**config.mk**
```make
export PLATFORM = sky130hd
export DESIGN_NAME = cke_sched
export DESIGN_NICKNAME = d
export VERILOG_FILES = /design/src/rtl/cke_sched_pkg.sv /design/src/rtl/cke_sched_ch.sv /design/src/rtl/cke_sched.sv
export SDC_FILE = /design/constraint.sdc
export NUM_CORES = 1
export LEC_CHECK = 0
export CORE_MARGIN = 2
export CORE_UTILIZATION = 40
export DETAILED_ROUTE_END_ITERATION = 16
export GPL_ROUTABILITY_DRIVEN = 0
export SETUP_SLACK_MARGIN = 0.15
export SYNTH_ARGS = -nofsm -noshare
export SYNTH_HDL_FRONTEND = slang
export SYNTH_HIERARCHICAL = 1
export SYNTH_SLANG_ARGS = --single-unit
```
**constraint.sdc**
```tcl
create_clock -name clk -period 4.6 [get_ports clk]
set_input_delay 0.92 -clock clk [delete_from_list [all_inputs] [get_ports clk]]
set_output_delay 0.92 -clock clk [all_outputs]
set_load 0.01 [all_outputs]
```
**src/rtl/cke_sched_pkg.sv**
```systemverilog
// cke_sched_pkg: shared types and helpers for the clock-enable scheduler.
// Build option: CKE_SCHED_ONESHOT_EN enables the one-shot channel mode.
package cke_sched_pkg;

  typedef enum logic [1:0] {
    STOP           = 2'b00,
    START_PERIODIC = 2'b01,
    START_ONESHOT  = 2'b10,
    RSVD           = 2'b11
  } cke_op_t;

  typedef enum logic [1:0] {
    IDLE    = 2'b00,
    RUN     = 2'b01,
    ONESHOT = 2'b10
  } cke_ch_state_t;

  typedef enum logic {
    CFG_IDLE  = 1'b0,
    CFG_APPLY = 1'b1
  } cke_cfg_state_t;

  // True for either flavour of START; these ops carry a period.
  function automatic logic is_start(input cke_op_t op);
    return (op == START_PERIODIC) || (op == START_ONESHOT);
  endfunction

  // True when this build knows how to execute the op.
  function automatic logic op_legal(input cke_op_t op);
`ifdef CKE_SCHED_ONESHOT_EN
    return op != RSVD;
`else
    return (op == STOP) || (op == START_PERIODIC);
`endif
  endfunction

endpackage

```
**src/rtl/cke_sched_ch.sv**
```systemverilog
// cke_sched_ch: one scheduler channel (state, period register, tick counter,
// pulse decode). ONESHOT mode exists only when CKE_SCHED_ONESHOT_EN is defined.
module cke_sched_ch
  import cke_sched_pkg::*;
#(
  parameter int PW = 16
) (
  input  logic          clk,
  input  logic          rst,
  input  logic          base_tick,
  input  logic          apply,
  input  cke_op_t       op,
  input  logic [PW-1:0] period,
  output logic          gen,
  output logic          active
);

  cke_ch_state_t state, state_nx;
  logic [PW-1:0] p, p_nx;
  logic [PW-1:0] cnt, cnt_nx;
  logic          at_end;

  assign at_end = (cnt == (p - PW'(1)));
  assign active = (state != IDLE);
  // An apply in the same cycle owns the channel, so the tick pulse is dropped.
  assign gen    = base_tick & active & at_end & ~apply;

  // Channel registers; all cleared on reset.
  always_ff @(posedge clk or posedge rst) begin
    if (rst) begin
      state <= IDLE;
      p     <= '0;
      cnt   <= '0;
    end else begin
      state <= state_nx;
      p     <= p_nx;
      cnt   <= cnt_nx;
    end
  end

  // Next state: a config apply takes priority over counting the base tick.
  always_comb begin
    state_nx = state;
    p_nx     = p;
    cnt_nx   = cnt;
    if (apply) begin
      case (op)
        STOP: begin
          state_nx = IDLE;
          cnt_nx   = '0;
        end
        START_PERIODIC: begin
          state_nx = RUN;
          p_nx     = period;
          cnt_nx   = '0;
        end
`ifdef CKE_SCHED_ONESHOT_EN
        START_ONESHOT: begin
          state_nx = ONESHOT;
          p_nx     = period;
          cnt_nx   = '0;
        end
`endif
        default: ;
      endcase
    end else if (base_tick && active) begin
      if (at_end) begin
        cnt_nx = '0;
`ifdef CKE_SCHED_ONESHOT_EN
        if (state == ONESHOT) state_nx = IDLE;
`endif
      end else begin
        cnt_nx = cnt + PW'(1);
      end
    end
  end

endmodule

```
**src/rtl/cke_sched.sv**
```systemverilog
// cke_sched: shared base prescaler, valid/ready config FSM and NCH
// clock-enable channels. Build option: CKE_SCHED_ONESHOT_EN (one-shot mode).
module cke_sched
  import cke_sched_pkg::*;
#(
  parameter  int NCH     = 4,
  parameter  int PRE_DIV = 50,
  parameter  int PW      = 16,
  localparam int CHW     = (NCH > 1) ? $clog2(NCH) : 1
) (
  input  logic           clk,
  input  logic           rst,
  input  logic           cfg_valid,
  output logic           cfg_ready,
  input  logic [CHW-1:0] cfg_ch,
  input  logic [1:0]     cfg_op,
  input  logic [PW-1:0]  cfg_period,
  output logic           cfg_err,
  output logic [NCH-1:0] gen,
  output logic           busy
);

  localparam int PREW = (PRE_DIV > 1) ? $clog2(PRE_DIV) : 1;

  logic [PREW-1:0] pre_cnt;
  logic            base_tick;

  cke_cfg_state_t  cfg_state, cfg_nx;
  cke_op_t         cmd_op;
  logic [CHW-1:0]  cmd_ch;
  logic [PW-1:0]   cmd_period;

  logic [NCH-1:0]  ch_hit;
  logic [NCH-1:0]  ch_apply;
  logic [NCH-1:0]  ch_active;
  logic            in_apply;
  logic            reject;

  // With PRE_DIV=1 the counter sits at 0 and base_tick stays high.
  assign base_tick = (pre_cnt == PREW'(PRE_DIV - 1));

  // Free-running base prescaler; commands never touch its phase.
  always_ff @(posedge clk or posedge rst) begin
    if (rst)            pre_cnt <= '0;
    else if (base_tick) pre_cnt <= '0;
    else                pre_cnt <= pre_cnt + PREW'(1);
  end

  // Config state register.
  always_ff @(posedge clk or posedge rst) begin
    if (rst) cfg_state <= CFG_IDLE;
    else     cfg_state <= cfg_nx;
  end

  // Accept in CFG_IDLE, spend exactly one cycle in CFG_APPLY.
  always_comb begin
    cfg_nx = cfg_state;
    case (cfg_state)
      CFG_IDLE:  if (cfg_valid) cfg_nx = CFG_APPLY;
      CFG_APPLY: cfg_nx = CFG_IDLE;
      default:   cfg_nx = CFG_IDLE;
    endcase
  end

  // Capture the command on acceptance so the input bus may change afterwards.
  always_ff @(posedge clk or posedge rst) begin
    if (rst) begin
      cmd_op     <= STOP;
      cmd_ch     <= '0;
      cmd_period <= '0;
    end else if ((cfg_state == CFG_IDLE) && cfg_valid) begin
      cmd_op     <= cke_op_t'(cfg_op);
      cmd_ch     <= cfg_ch;
      cmd_period <= cfg_period;
    end
  end

  // Channel select decode; an index with no matching channel leaves ch_hit empty.
  always_comb begin
    ch_hit = '0;
    for (int i = 0; i < NCH; i++) begin
      ch_hit[i] = (cmd_ch == CHW'(i));
    end
  end

  assign in_apply  = (cfg_state == CFG_APPLY);
  assign reject    = ~op_legal(cmd_op)
                   | (is_start(cmd_op) & (cmd_period == '0))
                   | ~(|ch_hit);
  assign cfg_ready = (cfg_state == CFG_IDLE);
  assign cfg_err   = in_apply & reject;
  assign ch_apply  = ch_hit & {NCH{in_apply & ~reject}};
  assign busy      = |ch_active;

  for (genvar g = 0; g < NCH; g++) begin : g_ch
    cke_sched_ch #(.PW(PW)) u_ch (
      .clk       (clk),
      .rst       (rst),
      .base_tick (base_tick),
      .apply     (ch_apply[g]),
      .op        (cmd_op),
      .period    (cmd_period),
      .gen       (gen[g]),
      .active    (ch_active[g])
    );
  end

endmodule
```
==> impl_metrics.ini, run 1 <==
[outcome]
status = finished, final reports clean

[yosys]
synth_simple_gate_area_share_pct = 20.7
yosysWarnings = 6
syn-cell-area_um2 = 9510
avgSynthCellArea_um2 = 9.97
synth_nets = 989
synth_area_leaders = dfrtp_1 (42%), mux2_2 (10%), xnor2_1 (6.9%)
synthAdderAreaFrac_pct = 1.58
synth_top_family_by_area = simple AND/OR/NAND/NOR gates
synth-compound-area-share_pct = 9.97
syn_inst = 954
synthMuxAreaShare_pct = 10.3
yosysTopAreaCell = dfrtp_1
yosysTopAreaCellShare_pct = 41.8
synthXorXnorAreaFrac_pct = 10.6
async_reset_ff_share_pct = 100
ys_seq_area_share_pct = 41.8
synth-edff-count = 0
synth_seq_cells = 159
dominantRegCellSynth = dfrtp_1
yosysUniqueCellTypes = 56

[floorplan]
initial_core_util_pct = 40.6
design.die.area_um2 = 25000
die_y_um = 158
die_w_um = 158
rows = 56
boundaryPins = 30
core_um2 = 23400

[sta]
slew_headroom_pct = 32.0
worst_slew_pin_slew_ns = 1.02
hold_violations = 0
min_period_over_period_pct = 93.5
fin_setup_tns_ns = 0
rsz0062_at_grt = no
min_period_ns = 4.30
skew_ns = 0.00897
clock.fmax_mhz = 233
slew_viol_final = 0
setup_violations = 0

[clocking]
cts_made_buffers = 17
cts_tree = yes
clock_sinks = 159
path_clk_slew_ns = 0.06
htree_levels = 4
cts_hold_buf = 0
insertion_delay_ns = 0.43
cts_max_path_buffers = 2
cts-root-buf = clkbuf_16

[grt]
grtUsageTotal_pct = 19.3
grt_pass1_wl_um = 37600
antenna_found_initial = 1
grt_pass1_vias = 6980
grt.overflow.total = 0
grt_max_degree = 34

[critical_path]
crit_arrival_ns = 3.38
crit_required_ns = 3.68
end_kind = output pin
max_stage_delay_ns = 0.56
crit_path_top_delay_cell = clkdlybuf4s50_1
r2r_start = cmd_op[1]
crit_start = cmd_op[1]
crit_fanout = 8
startpoint_type = flip-flop
path_cells = inv_1 > ha_1 > or4b_1 > nor4_4 > a21oi_1 > or2_2 > nor2_1 > clkdlybuf4s50_1
crit_type = reg -> out

[detailed_routing]
antenna_left = 0
first_pass_iters = 6
num_vias = 7248
drt-total-wl_um = 23200
drt_iter0_drc = 369
wire_per_inst_um = 17.9
route.detailed.drc = 0
vias_per_cell = 5.59

[final_layout]
layout_common_cells = dfrtp_1 (156), mux2_2 (85), nand2_1 (77), xnor2_1 (75), inv_1 (56)
drive_gt1_share_pct = 17.4
num_antenna_cells = 0
n_fill_cell = 2261
areaGrowthSynthToFinish_pct = 12.7
layout_commonest_cell = dfrtp_1
num-nets-final = 1001

[power]
ir_drop_mv = 0.233
p_leak_uw = 0.00452
fin_total_pwr_uw = 5770
powerDensity_nw_per_um2 = 539

[place]
port_buffers = 29
hpwlAfterDp_um = 16500

[hold_path]
hp-start = g_ch[2].u_ch/state[0]
min_path_type = reg -> reg

[job]
cap_violations = 0
[path summary, 6_finish.rpt]
path / end / slack (ns) / cells past startpoint
worst min register to register: g_ch[2].u_ch/state[0] / 0.52 / 2
worst min-delay path: g_ch[2].u_ch/state[0] / 0.52 / 2
worst max register to register: g_ch[3].u_ch/cnt[13] / 1.36 / 9
max in group asynchronous: g_ch[3].u_ch/cnt[0] / 2.63 / 3
worst max-delay path: gen[0] / 0.30 / 8
min in group asynchronous: g_ch[2].u_ch/p[10] / 1.12 / 3
[Yosys cell counts (4+ instances only)]
cell type	n
dfrtp_1	159
mux2_2	85
nand2_1	77
xnor2_1	75
inv_1	56
nand3_1	50
nor2_1	43
xor2_1	40
clkbuf_1	32
a31oi_1	28
nor3_1	27
nand4_1	23
o22ai_1	20
nor4_1	18
o21ai_0	18
and3_1	15
nand2b_1	15
nor2b_1	13
a32o_1	12
ha_1	12
buf_2	9
nor3b_1	9
and4_1	8
buf_6	8
o211ai_1	8
or4_4	8
nand4b_1	7
a21oi_1	6
o311ai_0	6
a21o_1	5
nor3_4	4
or2_2	4
or4_1	4
[critical path, delay by kind of cell, from the launching register on]
kind,cells,cell delay (ns)
and+or+nand+nor,4,1.40
buffers and inverters,2,0.65
DFF,1,0.43
adders and majority gates,1,0.26
AOI/OAI and AO/OA,1,0.21
[per-layer routing]
| layer | vias to the layer above | part of all wire [%] | GRT usage [%] |
|---|---|---|---|
| met4 | 0 | 1.8 | 5.58 |
| li1 | 3459 | - | - |
| met5 | - | 0 | 0 |
| met3 | 29 | 2.9 | 3.45 |
| met1 | 3643 | 47 | 26.0 |
| met2 | 117 | 48 | 32.0 |
[flip-flops by register name, indices dropped and copies added (netlist names)]
register	count
g_ch.u_ch/state	4
cmd_op	2
cmd_period	16
g_ch.u_ch/cnt	64
g_ch.u_ch/p	64
cmd_ch	2
pre_cnt	6
cfg_state	1
[power by group]
| group | switching [uW] | total [uW] | internal, uW |
|---|---|---|---|
| registers | 446 | 2110 | 1660 |
| clock network | 568 | 1530 | 961 |
| logic | 1100 | 2140 | 1040 |
[metrics by stage]
stage	cells	setup WS (ns)	utilization [%]	hold WS, ns	area [um2]
finish	1297	0.299	45.8	0.519	10700
global route	1297	0.178	45.8	0.538	10700
detailed placement	1265	0.676	42.9	0.498	10000
floorplan	954	1.39	-	0.459	9510
CTS	1296	0.158	45.7	0.517	10700
global placement	1265	0.722	42.9	0.490	10000
[kinds of logic (layout without fill, tap and decap cells)]
logic type	Yosys count	in the layout
and+or+nand+nor	343	343
DFF	159	159
AOI/OAI and AO/OA	130	130
xor gates and xnor gates	115	115
buffers and inverters	108	132
muxes	87	87
adders and majority gates	12	12
[what timing repair did]
action                                  in CTS  in global routing
endpoints found under the setup margin       1                  4
buffers inserted                             0                  1
gates resized for setup                      1                  7
pin swaps                                    0                  2
[cell type report]
class / instances / area [um2] / area share, %
tap: 319 / 399 / 3.72
multi-input combinational: 687 / 5070 / 47.3
timing repair buffer: 45 / 413 / 3.85
clock buffer: 21 / 480 / 4.48
inverter: 56 / 210 / 1.96
sequential: 159 / 3980 / 37.2
clock inverter: 10 / 159 / 1.48
Note: power is estimated with default switching activity, not from simulation.
==> inputs of run 2 (changes only) <==
PLACE_DENSITY = 0.64   (was unset)
==> run 2 against run 1 <==
First-iteration DRC count up 24%; utilization shrank 0.26 points; die area stayed put; sequential cell count unchanged; clock power is 7% lower; non-clock buffer count up 1; wire length is 1.3% lower; critical endpoint unchanged; largest power group is now registers; highest routed layer unchanged.
==> impl_metrics.ini, run 2 (synthesis gave the netlist of run 1 again) <==
[outcome]
status = finished, final reports clean

[job]
cap_violations = 0

[critical_path]
r2r_start = cmd_op[0]
reg2regPathDepth = 9
end_kind = output pin
r2r-end = g_ch[0].u_ch/cnt[7]
r2r_setup_slack_ns = 1.17
crit_required_ns = 3.68
crit_fanout = 6
startpoint_type = flip-flop
crit_type = reg -> out
crit_arrival_ns = 3.36

[grt]
grt_max_degree = 34
grtUsageTotal_pct = 19.1
grt.overflow.total = 0
antenna_found_initial = 0
grt_pass1_wl_um = 37300
grt_pass1_vias = 6921

[final_layout]
top_regs = g_ch.u_ch/cnt (64), g_ch.u_ch/p (64), cmd_period (16)
areaGrowthSynthToFinish_pct = 12.1
num_antenna_cells = 0
final_area_um2 = 10700
fin_util_pct = 45.5
drive_gt1_share_pct = 17.1
num-nets-final = 1002
layout_commonest_cell = dfrtp_1
layout_common_cells = dfrtp_1 (158), mux2_2 (85), nand2_1 (77), xnor2_1 (75), inv_1 (56)

[sta]
timing.final.ws_setup_ns = 0.324
fin_setup_tns_ns = 0
rsz0062_at_grt = no
hold_violations = 0
min_period_over_period_pct = 92.9
min_period_ns = 4.28
slew_headroom_pct = 32.5
skew_ns = 0.0111
clock.fmax_mhz = 234
worst_slew_pin_slew_ns = 1.01
slew_viol_final = 0
setup_violations = 0

[place]
placed_area_um2 = 10000
port_buffers = 29
pre_cts_ws_ns = 0.633
hpwlAfterDp_um = 16200

[clocking]
cts_tree = yes
clock_sinks = 159
cts_made_buffers = 17
cts_max_path_buffers = 2
cts-root-buf = clkbuf_16
insertion_delay_ns = 0.43
htree_levels = 4
path_clk_slew_ns = 0.06

[floorplan]
initial_core_util_pct = 40.6
die_y_um = 158
rows = 56
boundaryPins = 30
design.die.area_um2 = 25000
core_um2 = 23400
die_w_um = 158

[hold_path]
min_path_cells = 1
min_path_type = reg -> reg
whs_endpoint = pre_cnt[0]
hp-start = pre_cnt[0]

[power]
powerDensity_nw_per_um2 = 528
p_leak_uw = 0.00446
ir_drop_mv = 0.247

[detailed_routing]
antenna_left = 0
route.detailed.drc = 0
drt_iter0_drc = 458
vias_per_cell = 5.61
drt-total-wl_um = 22900
num_vias = 7281
first_pass_iters = 5
wire_per_inst_um = 17.6
-- run 2: worst max-delay path by stage --
stage / startpoint / endpoint / depth (start not counted)
final: g_ch[0].u_ch/p[0] / gen[0] / 8
after floorplan: g_ch[0].u_ch/p[0] / gen[0] / 8
after CTS: g_ch[3].u_ch/p[5] / gen[3] / 7
after global routing: g_ch[1].u_ch/p[0] / gen[1] / 8
after global placement: g_ch[3].u_ch/p[4] / gen[3] / 7
after detailed placement: g_ch[3].u_ch/p[5] / gen[3] / 7
-- run 2: final cells by class --
type                       instances  area (um2)
sequential                       159        3980
multi-input combinational        687        5060
clock buffer                      17         425
tap                              319         399
inverter                          56         210
timing repair buffer              46         418
clock inverter                    15         163
fill                            2220       12700
-- run 2: repair_timing --
item,CTS,global route
hold buffers,0,0
resized for setup,0,3
setup endpoints to repair,0,4
buffers inserted,0,3
-- run 2: where the power goes --
| group | switching, uW | leakage (uW) | internal (uW) |
|---|---|---|---|
| registers | 454 | 0.00210 | 1660 |
| logic | 1070 | 0.00208 | 1030 |
| clock network | 613 | 0.000269 | 806 |
| total | 2130 | 0.00446 | 3500 |
-- run 2: through the flow --
stage / std cells / hold slack (ns) / total power, uW
after floorplan: 954 / 0.459 / 3710
after global placement: 1264 / 0.491 / 4160
after detailed placement: 1264 / 0.498 / 4200
after CTS: 1296 / 0.520 / 5640
after global routing: 1299 / 0.554 / 5970
final: 1299 / 0.512 / 5630
-- run 2: routing by layer --
metal  wire length, um  global-route usage (%)
met4               360                    5.32
met2             11200                    31.5
met1             10400                    25.6
met5                 0                       0
met3               932                    3.86
-- run 2: worst max-delay path, stage by stage, from the launching register on --
cell,delay (ns)
dfrtp_1,0.44
inv_1,0.08
ha_1,0.19
or4b_2,0.61
o41ai_1,0.40
o21ai_0,0.15
a2111o_1,0.32
nor2_1,0.18
clkdlybuf4s50_1,0.57
==> RTL edit: new RTL, flow settings as in run 1 <==
Re-encode `cke_ch_state_t` (3 states) as one-hot, 3 bits wide.
--- a/src/rtl/cke_sched_pkg.sv
+++ b/src/rtl/cke_sched_pkg.sv
@@ -9,10 +9,10 @@
     RSVD           = 2'b11
   } cke_op_t;
 
-  typedef enum logic [1:0] {
-    IDLE    = 2'b00,
-    RUN     = 2'b01,
-    ONESHOT = 2'b10
+  typedef enum logic [2:0] {
+    IDLE    = 3'b001,
+    RUN     = 3'b010,
+    ONESHOT = 3'b100
   } cke_ch_state_t;
 
   typedef enum logic {
Check against the original RTL: same outputs for any inputs over 4 cycles, from zero or initial values and one cycle with rst high; so few cycles prove little.
==> RTL edit against run 1 <==
- via count rose by 7.4%
- sequential share of layout area down 0.17 points
- power is 5.5% higher
- sequential cell count grew 4
- critical path depth unchanged
- routed wire length increased by 3.4%
- setup slack improved by 0.093 ns
- synthesized area up 3.5%
- count of clock-buffer cells in the layout is 1 higher
- worst hold slack got worse by 0.0077 ns
- final area rose by 3.1%
- synthesized cell count increased by 6.0%
- non-clock buffer count stayed put
- cell count rose by 4.2%
- critical path type unchanged
- critical endpoint is now gen[3]
==> RTL edit: results (changes against run 1) <==
- Outcome: complete, no violations (unchanged).
- The buffer count from post-CTS setup fixing is 0 (unchanged).
- In this design, the stage delay of the slowest critical-path cell is between 0.5 and 0.6 ns.
- The per-cell via count in the routed design is 5.755 (was 5.588).
- The startpoint of the tightest hold check path is pre_cnt[0] (was g_ch[2].u_ch/state[0]).
- The setup slack of the most critical reg-to-reg path is 1.34 ns (was 1.36 ns).
- The setup clock skew after layout was 0.01081 ns (was 0.008969 ns).
- After clock tree synthesis, the clock-pin slew on the worst setup and hold paths is 0.07 ns.
- The share of synthesized area occupied by flip-flops and latches is 41.51% (was 41.85%).
- The first-pass iteration count of the detailed router is 5 (was 6).
- The cell with the biggest individual delay on the critical path is or4_4 (was clkdlybuf4s50_1).
- The number of DRC markers after the initial detailed-route iteration is 488 (was 369).
- The critical path data arrival time came to 3.29 ns (was 3.38 ns).
- The net count after synthesis came to 1,046 (was 989).
- The net switching power figure is 2.422 mW (was 2.115 mW).
- The wire length after detailed routing is 23,980 um (was 23,190 um).
- The launch point of the critical path is g_ch[3].u_ch/p[2] (was cmd_op[1]).
- The normalized max-slew margin is 13.86% (was 32.04%).
- The total half-perimeter wirelength after legalization and detailed placement was 16,360 um (was 16,510 um).
- The arithmetic-cell share of the synthesized area counting full adders, half adders and majority gates is 1.526% (was 1.579%).
- The area after detailed placement is 10,360 um^2 (was 10,040 um^2).
- The largest fanout of any net on the critical path came to 9 (was 8).
- The number of global-route vias before repair is 7,686 (was 6,980).
- The share of synthesized area spent on multiplexers is 11.09% (was 10.28%).
- Cell types with the largest area share after synthesis: dfrtp_1 40%, mux2_2 10%, xnor2_1 5.1%, nand4_1 3.6%, nand2_1 3.5% (was dfrtp_1 42%, mux2_2 10%, xnor2_1 6.9%, xor2_1 3.7%, nand2_1 3.0%).
- The total clock buffers created by CTS is 17 (unchanged).
- The leakage power came to 4.431 nW (was 4.515 nW).
- The first-pass GRT wire length came to 40,200 um (was 37,560 um).
- The complex-gate fraction of the synthesized area is 10.45% (was 9.975%).
- The layout filler cell count is 2,310 (was 2,261).
- The number of antenna violations at the first check in global routing came to 0 (was 1).
- Top cell types by occurrence after synthesis: 159 x dfrtp_1, 91 x nand2_1, 88 x mux2_2 (was 159 x dfrtp_1, 85 x mux2_2, 77 x nand2_1).
- The highest ir drop seen on vdd is 0.0003438 V (was 0.0002326 V).
- The share of final-layout standard cells stronger than drive strength 1 came to 17.80% (was 17.38%).
- The fraction of synthesized cell area in xor and xnor cells was 7.745% (was 10.59%).
- The combined global-route utilization of all metal layers is 19.22% (was 19.34%).
- The cell chosen for the clock root is clkbuf_16 (unchanged).
- The count of nets after finishing was 1,050 (was 1,001).
- The antenna cell count came to 0 (unchanged).
- The maximum number of pins on one net before global-route repair is 35 (was 34).
- The number of unique standard cell types used by synthesis is 61 (was 56).
-- RTL edit: changes by cell type after synthesis, sizes merged, moves of 13 or more --
cell	delta
nand4	+35
nand2	+18
o311ai	+18
xnor2	-18
nand3	+13
-- RTL edit: worst paths after layout --
path                            depth (start not counted)             endpoint
min in group asynchronous                               2  g_ch[1].u_ch/cnt[9]
max in group asynchronous                               2        cmd_period[0]
worst max register to register                          9  g_ch[2].u_ch/cnt[7]
worst min-delay path                                    1           pre_cnt[0]
worst min register to register                          1           pre_cnt[0]
worst max-delay path                                    8               gen[3]
-- RTL edit: per-layer routing --
layer  share of wire, %  wire [um]  GRT usage, %  vias to the layer above
li1                   -          -             -                     3779
met5                  0          0             0                        -
met3                3.0        721         3.073                       18
met1                 48      11400         26.43                     3867
met2                 48      11490         31.21                      117
met4                1.5        369         6.128                        0
-- RTL edit: cell type report --
class,count,area share [%]
well taps,324,3.669
flip-flops and latches,163,36.98
multi-input cells,744,48.65
clock inverters,10,1.132
clock buffers,22,4.292
repair buffers,45,3.782
inverters,44,1.495
-- RTL edit: cell families after synthesis --
| family | Yosys count |
|---|---|
| flip-flops | 163 |
| XOR/XNOR | 87 |
| AND/OR/NAND/NOR | 404 |
| AO/OA/AOI/OAI | 143 |
| adder cells (fa/ha/maj) | 12 |
| buffers and inverters | 104 |
| multiplexers | 98 |
-- RTL edit: through the flow --
stage / utilization (%) / std cells / total power [mW] / setup slack, ns / hold WS (ns)
floorplan: - / 1011 / 3.954 / 1.084 / 0.4744
global placement: 42.74 / 1320 / 4.502 / 0.6771 / 0.5029
detailed placement: 42.74 / 1320 / 4.531 / 0.6213 / 0.5106
CTS: 45.26 / 1352 / 6.033 / 0.1525 / 0.5161
global route: 45.57 / 1352 / 6.491 / 0.1896 / 0.5367
finish: 45.57 / 1352 / 6.095 / 0.3919 / 0.5109
-- RTL edit: repair_timing --
item,4_1_cts,5_1_grt
pin swaps,0,2
setup endpoints to repair,2,4
resized for setup,2,17
-- RTL edit: worst register-to-register path, delay by kind of cell, from the launching register on --
kind	cells	cell delay, ns
and+or+nand+nor	4	1.90
DFF	1	0.45
buffers and inverters	1	0.11
adders and majority gates	1	0.27
AOI/OAI and AO/OA	3	0.45
-- RTL edit: power groups by stage --
stage | clock network (mW) | registers, mW | logic [mW]
floorplan | 0 | 2.00 | 1.95
global placement | 0 | 2.22 | 2.28
detailed placement | 0 | 2.23 | 2.30
CTS | 1.49 | 2.21 | 2.33
global route | 1.55 | 2.28 | 2.66
finish | 1.46 | 2.23 | 2.41
